## config.mk

```make
export PLATFORM = sky130hd
export DESIGN_NAME = rs1513_enc_serial_flat
export DESIGN_NICKNAME = d
export VERILOG_FILES = /design/src/rtl/rs1513_enc_serial_if.sv /design/src/rtl/rs1513_enc_serial.sv /design/src/flat_wrapper.sv
export SDC_FILE = /design/constraint.sdc
export NUM_CORES = 1
export LEC_CHECK = 0
export BUFFER_PORTS_ARGS = -buffer_cell sky130_fd_sc_hd__clkbuf_2
export CORE_MARGIN = 4
export CORE_UTILIZATION = 50
export DETAILED_ROUTE_END_ITERATION = 16
export GPL_ROUTABILITY_DRIVEN = 0
export PLACE_DENSITY = 0.77
export SYNTH_ARGS = -nofsm -noshare
export SYNTH_HDL_FRONTEND = slang
export SYNTH_SLANG_ARGS = --single-unit
export TNS_END_PERCENT = 1
```

## constraint.sdc

```tcl
create_clock -name clk -period 1.85 [get_ports clk]
set_input_delay 0.185 -clock clk [delete_from_list [all_inputs] [get_ports clk]]
set_output_delay 0.185 -clock clk [all_outputs]
set_load 0.005 [all_outputs]
```

## src/rtl/rs1513_enc_serial_if.sv

```systemverilog
// Symbol stream bundle for the RS(15,13) serial encoder: the data input and the codeword output, each with a valid/ready handshake.
interface rs1513_enc_serial_if;
  logic [3:0] in_data;
  logic       in_valid;
  logic       in_ready;
  logic [3:0] out_data;
  logic       out_valid;
  logic       out_ready;
  logic       out_sop;
  logic       out_eop;

  // Upstream/downstream side: drives the data in and the output ready.
  modport master (
    output in_data, in_valid, out_ready,
    input  in_ready, out_data, out_valid, out_sop, out_eop
  );

  // Encoder side.
  modport slave (
    input  in_data, in_valid, out_ready,
    output in_ready, out_data, out_valid, out_sop, out_eop
  );
endinterface

```

## src/rtl/rs1513_enc_serial.sv

```systemverilog
// Symbol-serial systematic RS(15,13) encoder over GF(16): 13 data symbols pass through, then parity P1, P0.
// Optional macro RS1513_ENC_ERR_INJ_EN adds err_inj, which flips bit 0 of the emitted P0.
module rs1513_enc_serial (
  input  logic clk,
  input  logic rst,
`ifdef RS1513_ENC_ERR_INJ_EN
  input  logic err_inj,
`endif
  rs1513_enc_serial_if.slave bus
);

  typedef enum logic [1:0] {DATA, PAR1, PAR0} state_t;

  // Multiply by alpha modulo x^4+x+1; the constant products g1=6 and g0=8 are built from it.
  function automatic logic [3:0] xtime(input logic [3:0] a);
    return {a[2], a[1], a[0] ^ a[3], a[3]};
  endfunction

  function automatic logic [3:0] mulG1(input logic [3:0] a);
    return xtime(a) ^ xtime(xtime(a));
  endfunction

  function automatic logic [3:0] mulG0(input logic [3:0] a);
    return xtime(xtime(xtime(a)));
  endfunction

  state_t     state_q, state_d;
  logic [3:0] cnt_q, cnt_d;
  logic [3:0] r1_q, r1_d;
  logic [3:0] r0_q, r0_d;
  logic [3:0] outData_q, outData_d;
  logic       outValid_q, outValid_d;
  logic       outSop_q, outSop_d;
  logic       outEop_q, outEop_d;

  logic       slotFree;
  logic       inReady;
  logic [3:0] fb;
  logic       errBit;

`ifdef RS1513_ENC_ERR_INJ_EN
  assign errBit = err_inj;
`else
  assign errBit = 1'b0;
`endif

  assign bus.in_ready  = inReady;
  assign bus.out_data  = outData_q;
  assign bus.out_valid = outValid_q;
  assign bus.out_sop   = outSop_q;
  assign bus.out_eop   = outEop_q;

  always_ff @(posedge clk) begin
    if (rst) begin
      state_q    <= DATA;
      cnt_q      <= 4'd0;
      r1_q       <= 4'd0;
      r0_q       <= 4'd0;
      outData_q  <= 4'd0;
      outValid_q <= 1'b0;
      outSop_q   <= 1'b0;
      outEop_q   <= 1'b0;
    end else begin
      state_q    <= state_d;
      cnt_q      <= cnt_d;
      r1_q       <= r1_d;
      r0_q       <= r0_d;
      outData_q  <= outData_d;
      outValid_q <= outValid_d;
      outSop_q   <= outSop_d;
      outEop_q   <= outEop_d;
    end
  end

  // A held output keeps its data/sop/eop; valid falls only when the symbol is consumed and nothing replaces it.
  always_comb begin
    slotFree   = !outValid_q || bus.out_ready;
    inReady    = (state_q == DATA) && slotFree;
    fb         = bus.in_data ^ r1_q;
    state_d    = state_q;
    cnt_d      = cnt_q;
    r1_d       = r1_q;
    r0_d       = r0_q;
    outData_d  = outData_q;
    outValid_d = outValid_q && !bus.out_ready;
    outSop_d   = outSop_q;
    outEop_d   = outEop_q;

    unique case (state_q)
      DATA: begin
        if (inReady && bus.in_valid) begin
          outData_d  = bus.in_data;
          outValid_d = 1'b1;
          outSop_d   = (cnt_q == 4'd0);
          outEop_d   = 1'b0;
          r1_d       = r0_q ^ mulG1(fb);
          r0_d       = mulG0(fb);
          if (cnt_q == 4'd12) begin
            state_d = PAR1;
          end else begin
            cnt_d = cnt_q + 4'd1;
          end
        end
      end
      PAR1: begin
        if (slotFree) begin
          outData_d  = r1_q;
          outValid_d = 1'b1;
          outSop_d   = 1'b0;
          outEop_d   = 1'b0;
          state_d    = PAR0;
        end
      end
      PAR0: begin
        if (slotFree) begin
          outData_d  = r0_q ^ {3'b000, errBit};
          outValid_d = 1'b1;
          outSop_d   = 1'b0;
          outEop_d   = 1'b1;
          r1_d       = 4'd0;
          r0_d       = 4'd0;
          cnt_d      = 4'd0;
          state_d    = DATA;
        end
      end
      default: state_d = DATA;
    endcase
  end

endmodule
```

## src/flat_wrapper.sv

```systemverilog
// flat-port wrapper written by rule: the top's interface ports become plain ports
module rs1513_enc_serial_flat 
  (clk, rst, bus_in_data, bus_in_valid, bus_out_ready, bus_in_ready, bus_out_data, bus_out_valid, bus_out_sop, bus_out_eop);
  rs1513_enc_serial_if bus_i ();
  input  logic clk;
  input  logic rst;
  input wire logic [$bits(bus_i.in_data)-1:0] bus_in_data;
  input wire logic [$bits(bus_i.in_valid)-1:0] bus_in_valid;
  input wire logic [$bits(bus_i.out_ready)-1:0] bus_out_ready;
  output wire logic [$bits(bus_i.in_ready)-1:0] bus_in_ready;
  output wire logic [$bits(bus_i.out_data)-1:0] bus_out_data;
  output wire logic [$bits(bus_i.out_valid)-1:0] bus_out_valid;
  output wire logic [$bits(bus_i.out_sop)-1:0] bus_out_sop;
  output wire logic [$bits(bus_i.out_eop)-1:0] bus_out_eop;
  assign bus_i.in_data = bus_in_data;
  assign bus_i.in_valid = bus_in_valid;
  assign bus_i.out_ready = bus_out_ready;
  assign bus_in_ready = bus_i.in_ready;
  assign bus_out_data = bus_i.out_data;
  assign bus_out_valid = bus_i.out_valid;
  assign bus_out_sop = bus_i.out_sop;
  assign bus_out_eop = bus_i.out_eop;
  rs1513_enc_serial u_core (.clk(clk), .rst(rst), .bus(bus_i));
endmodule
```

==> impl_table.tex <==
\begin{tabular}{lr}
\hline
Metric & Value \\
\hline
\multicolumn{2}{l}{\textbf{Run status}} \\
\quad Result of the run & finished, final reports clean \\
\multicolumn{2}{l}{\textbf{Timing}} \\
\quad Total setup violations reported at the end of the flow & 0 \\
\quad Post-layout minimum cycle time & 1.69 ns \\
\quad Remaining max-slew budget at the tightest pin & a little over two thirds \\
\quad Slew of the pin with the lowest slew margin & $\sim$0.45 ns \\
\quad Final critical-path share of the clock period & between 90\% and 100\% \\
\quad Number of max-slew violations in the final report & 0 \\
\quad Final worst setup slack & about 0.16 ns \\
\quad Timing-limited maximum frequency & 591 MHz \\
\quad Maximum clock skew at final layout & about 0.0077 ns \\
\quad Hold Vio Cnt, Final & 0 \\
\quad RSZ-0062 raised after global routing & yes \\
\multicolumn{2}{l}{\textbf{Final layout}} \\
\quad Filler instances & 210 \\
\quad Layout cell share with drive strength beyond 1 & 22.8\% \\
\quad Synthesis-to-finish area growth & 14.8\% \\
\quad Footprint of the flip-flops and latches & between 400 and 500 µm² \\
\quad Multi-input combinational cell area & $\sim$740 µm² \\
\quad Number of diodes & 0 \\
\quad Number of nets in the final layout & between 150 and 200 \\
\multicolumn{2}{l}{\textbf{Synthesis}} \\
\quad Net count after synthesis & 156 \\
\quad Post-synth top flop & dfxtp\_1 \\
\quad Xor-xnor portion of the synthesized cell area & a little under a tenth \\
\quad Cell taking the most area after synthesis & dfxtp\_1 \\
\quad Largest cells by area after synthesis & dfxtp\_1 (35\%), ha\_1 (7.2\%), a21oi\_1 (5.4\%) \\
\quad Top cell type's share of synthesized area & about a third \\
\quad Warnings, synthesis & 0 \\
\quad Count of state elements after synthesis & 21 \\
\quad Post-synthesis share of cell area spent on full adders, half adders and majority gates & between 7 and 8\% \\
\quad Count of different cell masters after synthesis & 38 \\
\quad Asr flop ratio synth & 0\% \\
\quad Simple-gate portion of the synthesized area & between 10\% and 20\% \\
\quad Cell area after synthesis & 1210 µm² \\
\quad Portion of netlist area occupied by mux cells & 0\% \\
\quad Sequential area share after synthesis & 34.8\% \\
\quad Compound-Gate Fraction of Synth Area & a little under a quarter \\
\quad Gate count of the mapped netlist & between 100 and 150 \\
\quad Main combinational cell family by area after synthesis & compound AO/OA/AOI/OAI gates \\
\quad EDFF count, synth & 0 \\
\quad Average footprint of a synthesized cell & roughly 8.6 µm² \\
\multicolumn{2}{l}{\textbf{Floorplanning}} \\
\quad I/O pin cnt & 16 \\
\quad DIE AREA & about 3300 µm² \\
\quad Number of cell rows & 17 \\
\quad Total core area & 2250 µm² \\
\quad Die X-Extent & about 57 µm \\
\quad Starting Density & about 54\% \\
\quad Vertical die dimension & 57.2 µm \\
\multicolumn{2}{l}{\textbf{Clock tree}} \\
\quad CTS H-tree depth & 1 \\
\quad Latest clock arrival within the worst-skew pair & 0.31 ns \\
\quad Inserted Clock Buffers & 3 \\
\quad Number of setup buffers added after CTS & 0 \\
\quad Reg clk slew, reported paths & about 0.12 ns \\
\quad CTS Hold Bufs & 0 \\
\quad Clock tree from TritonCTS & built \\
\quad Sink Count & 21 \\
\quad Buffer depth of the longest clock path & 2 \\
\quad Root Buffer & clkbuf\_4 \\
\quad Post-cts resize count & 0 \\
\multicolumn{2}{l}{\textbf{Setup path}} \\
\quad Critical Path Start Type & flop \\
\quad Crit path kind & flop to flop \\
\quad Required arrival time at the worst endpoint & between 2 and 2.5 ns \\
\quad Capturing element type of the critical path & flop \\
\quad Maximum fanout count along the critical path & 5 \\
\quad Arrival time of the worst setup path & 1.94 ns \\
\multicolumn{2}{l}{\textbf{GRT}} \\
\quad Global router's overall resource usage & a little under a fifth \\
\quad Antenna violations before repair & 0 \\
\quad Sum of overflow across all layers after global routing & 0 \\
\quad Vias in the first global route & 1070 \\
\quad Largest net degree at the start of global routing & 23 \\
\quad First-pass GRT wire length & roughly 4800 µm \\
\multicolumn{2}{l}{\textbf{Power and ir drop}} \\
\quad Lkg Pwr & between 0.5 and 0.6 nW \\
\quad PnR Total Power & about 1.2 mW \\
\quad Power density over cell area & just under 900 nW/µm² \\
\quad IR drop worst, VDD & 0.560 mV \\
\multicolumn{2}{l}{\textbf{Route}} \\
\quad Total routed wirelength & approximately 2700 µm \\
\quad DRT antenna net count & 0 \\
\quad Mean number of vias per cell & slightly below 6 \\
\quad Drt pass-1 iters & 4 \\
\quad Detailed-route wire length per cell & roughly 14 µm \\
\quad Count of routing violations after the opening detailed-route iteration & a little over 50 \\
\quad Total number of vias & between 1000 and 1500 \\
\quad Number of design rule violations left after detail routing & 0 \\
\multicolumn{2}{l}{\textbf{Placement}} \\
\quad HPWL after detailed placement & between 2000 and 2500 µm \\
\quad Count of buffers inserted at the top-level ports & 15 \\
\quad Post-placement worst setup slack & 0.0535 ns \\
\multicolumn{2}{l}{\textbf{Hold path}} \\
\quad Hold crit path type & input port to flop \\
\multicolumn{2}{l}{\textbf{Job}} \\
\quad Maximum capacitance violations & 0 \\
\hline
\end{tabular}
-- synthesized netlist by cell type, drive strengths merged, types with 2 or more instances --
| cell type | n |
|---|---|
| inv | 6 |
| o21ai | 7 |
| and2b | 2 |
| nand3 | 10 |
| a21oi | 14 |
| dfxtp | 21 |
| nor3 | 5 |
| nor2 | 8 |
| a22oi | 8 |
| o221ai | 4 |
| nand2 | 6 |
| xor2 | 6 |
| clkbuf | 5 |
| o31ai | 4 |
| xnor2 | 7 |
| and2 | 3 |
| buf | 2 |
| ha | 7 |
| a21boi | 2 |
-- layer usage --
| layer | track usage, % | share of wire, % | up-vias |
|---|---|---|---|
| li1 | - | - | 557 |
| met1 | 24.6 | 46 | 508 |
| met2 | 29.4 | 47 | 38 |
| met3 | 3.17 | 5.4 | 5 |
| met4 | 7.95 | 1.5 | 0 |
| met5 | 0 | 0 | - |
-- worst max-delay path, cell delays in order, from the launching register on --
cell,delay (ns)
dfxtp_1,0.41
inv_1,0.06
ha_1,0.21
nand3_1,0.23
a21oi_4,0.11
or4b_1,0.47
a21oi_1,0.14
-- worst paths after layout --
path,endpoint,cells after the start,slack (ns),start
min,u_core.bus.out_data[1],3,0.25,bus_in_data[1]
max reg2reg,u_core.cnt_q[1],6,0.16,u_core.cnt_q[0]
max,u_core.cnt_q[1],6,0.16,u_core.cnt_q[0]
min reg2reg,u_core.bus.out_data[1],2,0.47,u_core.bus.out_data[1]
-- cell usage in the layout (no fill, tap or decap), types with 4 or more instances in the layout --
cell type  instances
dfxtp_1           20
clkbuf_2          15
a21oi_1           13
nand3_1           10
buf_4              9
a22oi_1            8
nor2_1             8
xnor2_1            7
inv_1              6
xor2_1             6
nand2_1            6
o21ai_0            6
ha_1               6
nor3_1             5
o221ai_1           4
o31ai_1            4
-- report_power, final --
group          total, mW  leakage (nW)  internal (mW)  switching [mW]
sequential         0.584         0.173          0.521          0.0629
clock              0.223        0.0150         0.0841           0.139
combinational      0.404         0.358          0.194           0.210
total               1.21         0.546          0.799           0.412
-- through the flow --
| stage | hold slack [ns] | util (%) | setup TNS [ns] | cells | area, µm² |
|---|---|---|---|---|---|
| after global routing | 0.268 | 61.5 | -0.00167 | 190 | 1390 |
| after floorplan | 0.406 | - | 0 | 141 | 1210 |
| after detailed placement | 0.459 | 59.9 | 0 | 186 | 1350 |
| final | 0.252 | 61.5 | 0 | 190 | 1390 |
| after CTS | 0.243 | 61.0 | 0 | 190 | 1380 |
| after global placement | 0.453 | 59.9 | 0 | 186 | 1350 |
-- kinds of logic (layout without fill, tap and decap cells) --
| group | count (synthesis) | count (layout) |
|---|---|---|
| AO/OA/AOI/OAI | 43 | 43 |
| XOR/XNOR | 13 | 13 |
| adder cells (fa/ha/maj) | 7 | 7 |
| buffers and inverters | 13 | 34 |
| flip-flops | 21 | 21 |
| AND/OR/NAND/NOR | 44 | 44 |
-- registers in the layout, summed over array words and instances, names as in the netlist --
signal,flops
u_core.bus.out_sop,1
u_core.bus.out_data,4
u_core.cnt_q,4
u_core.r0_q,4
u_core.state_q,2
u_core.bus.out_valid,1
u_core.bus.out_eop,1
u_core.r1_q,4
-- final cells by class --
type	instances	area share [%]
Clock buffer	4	1.89
Inverter	6	1.62
Multi-Input combinational cell	107	53.3
Sequential cell	21	30.4
Tap cell	28	2.52
Timing Repair Buffer	24	10.3
No activity file was read; power rests on OpenSTA's default activity.
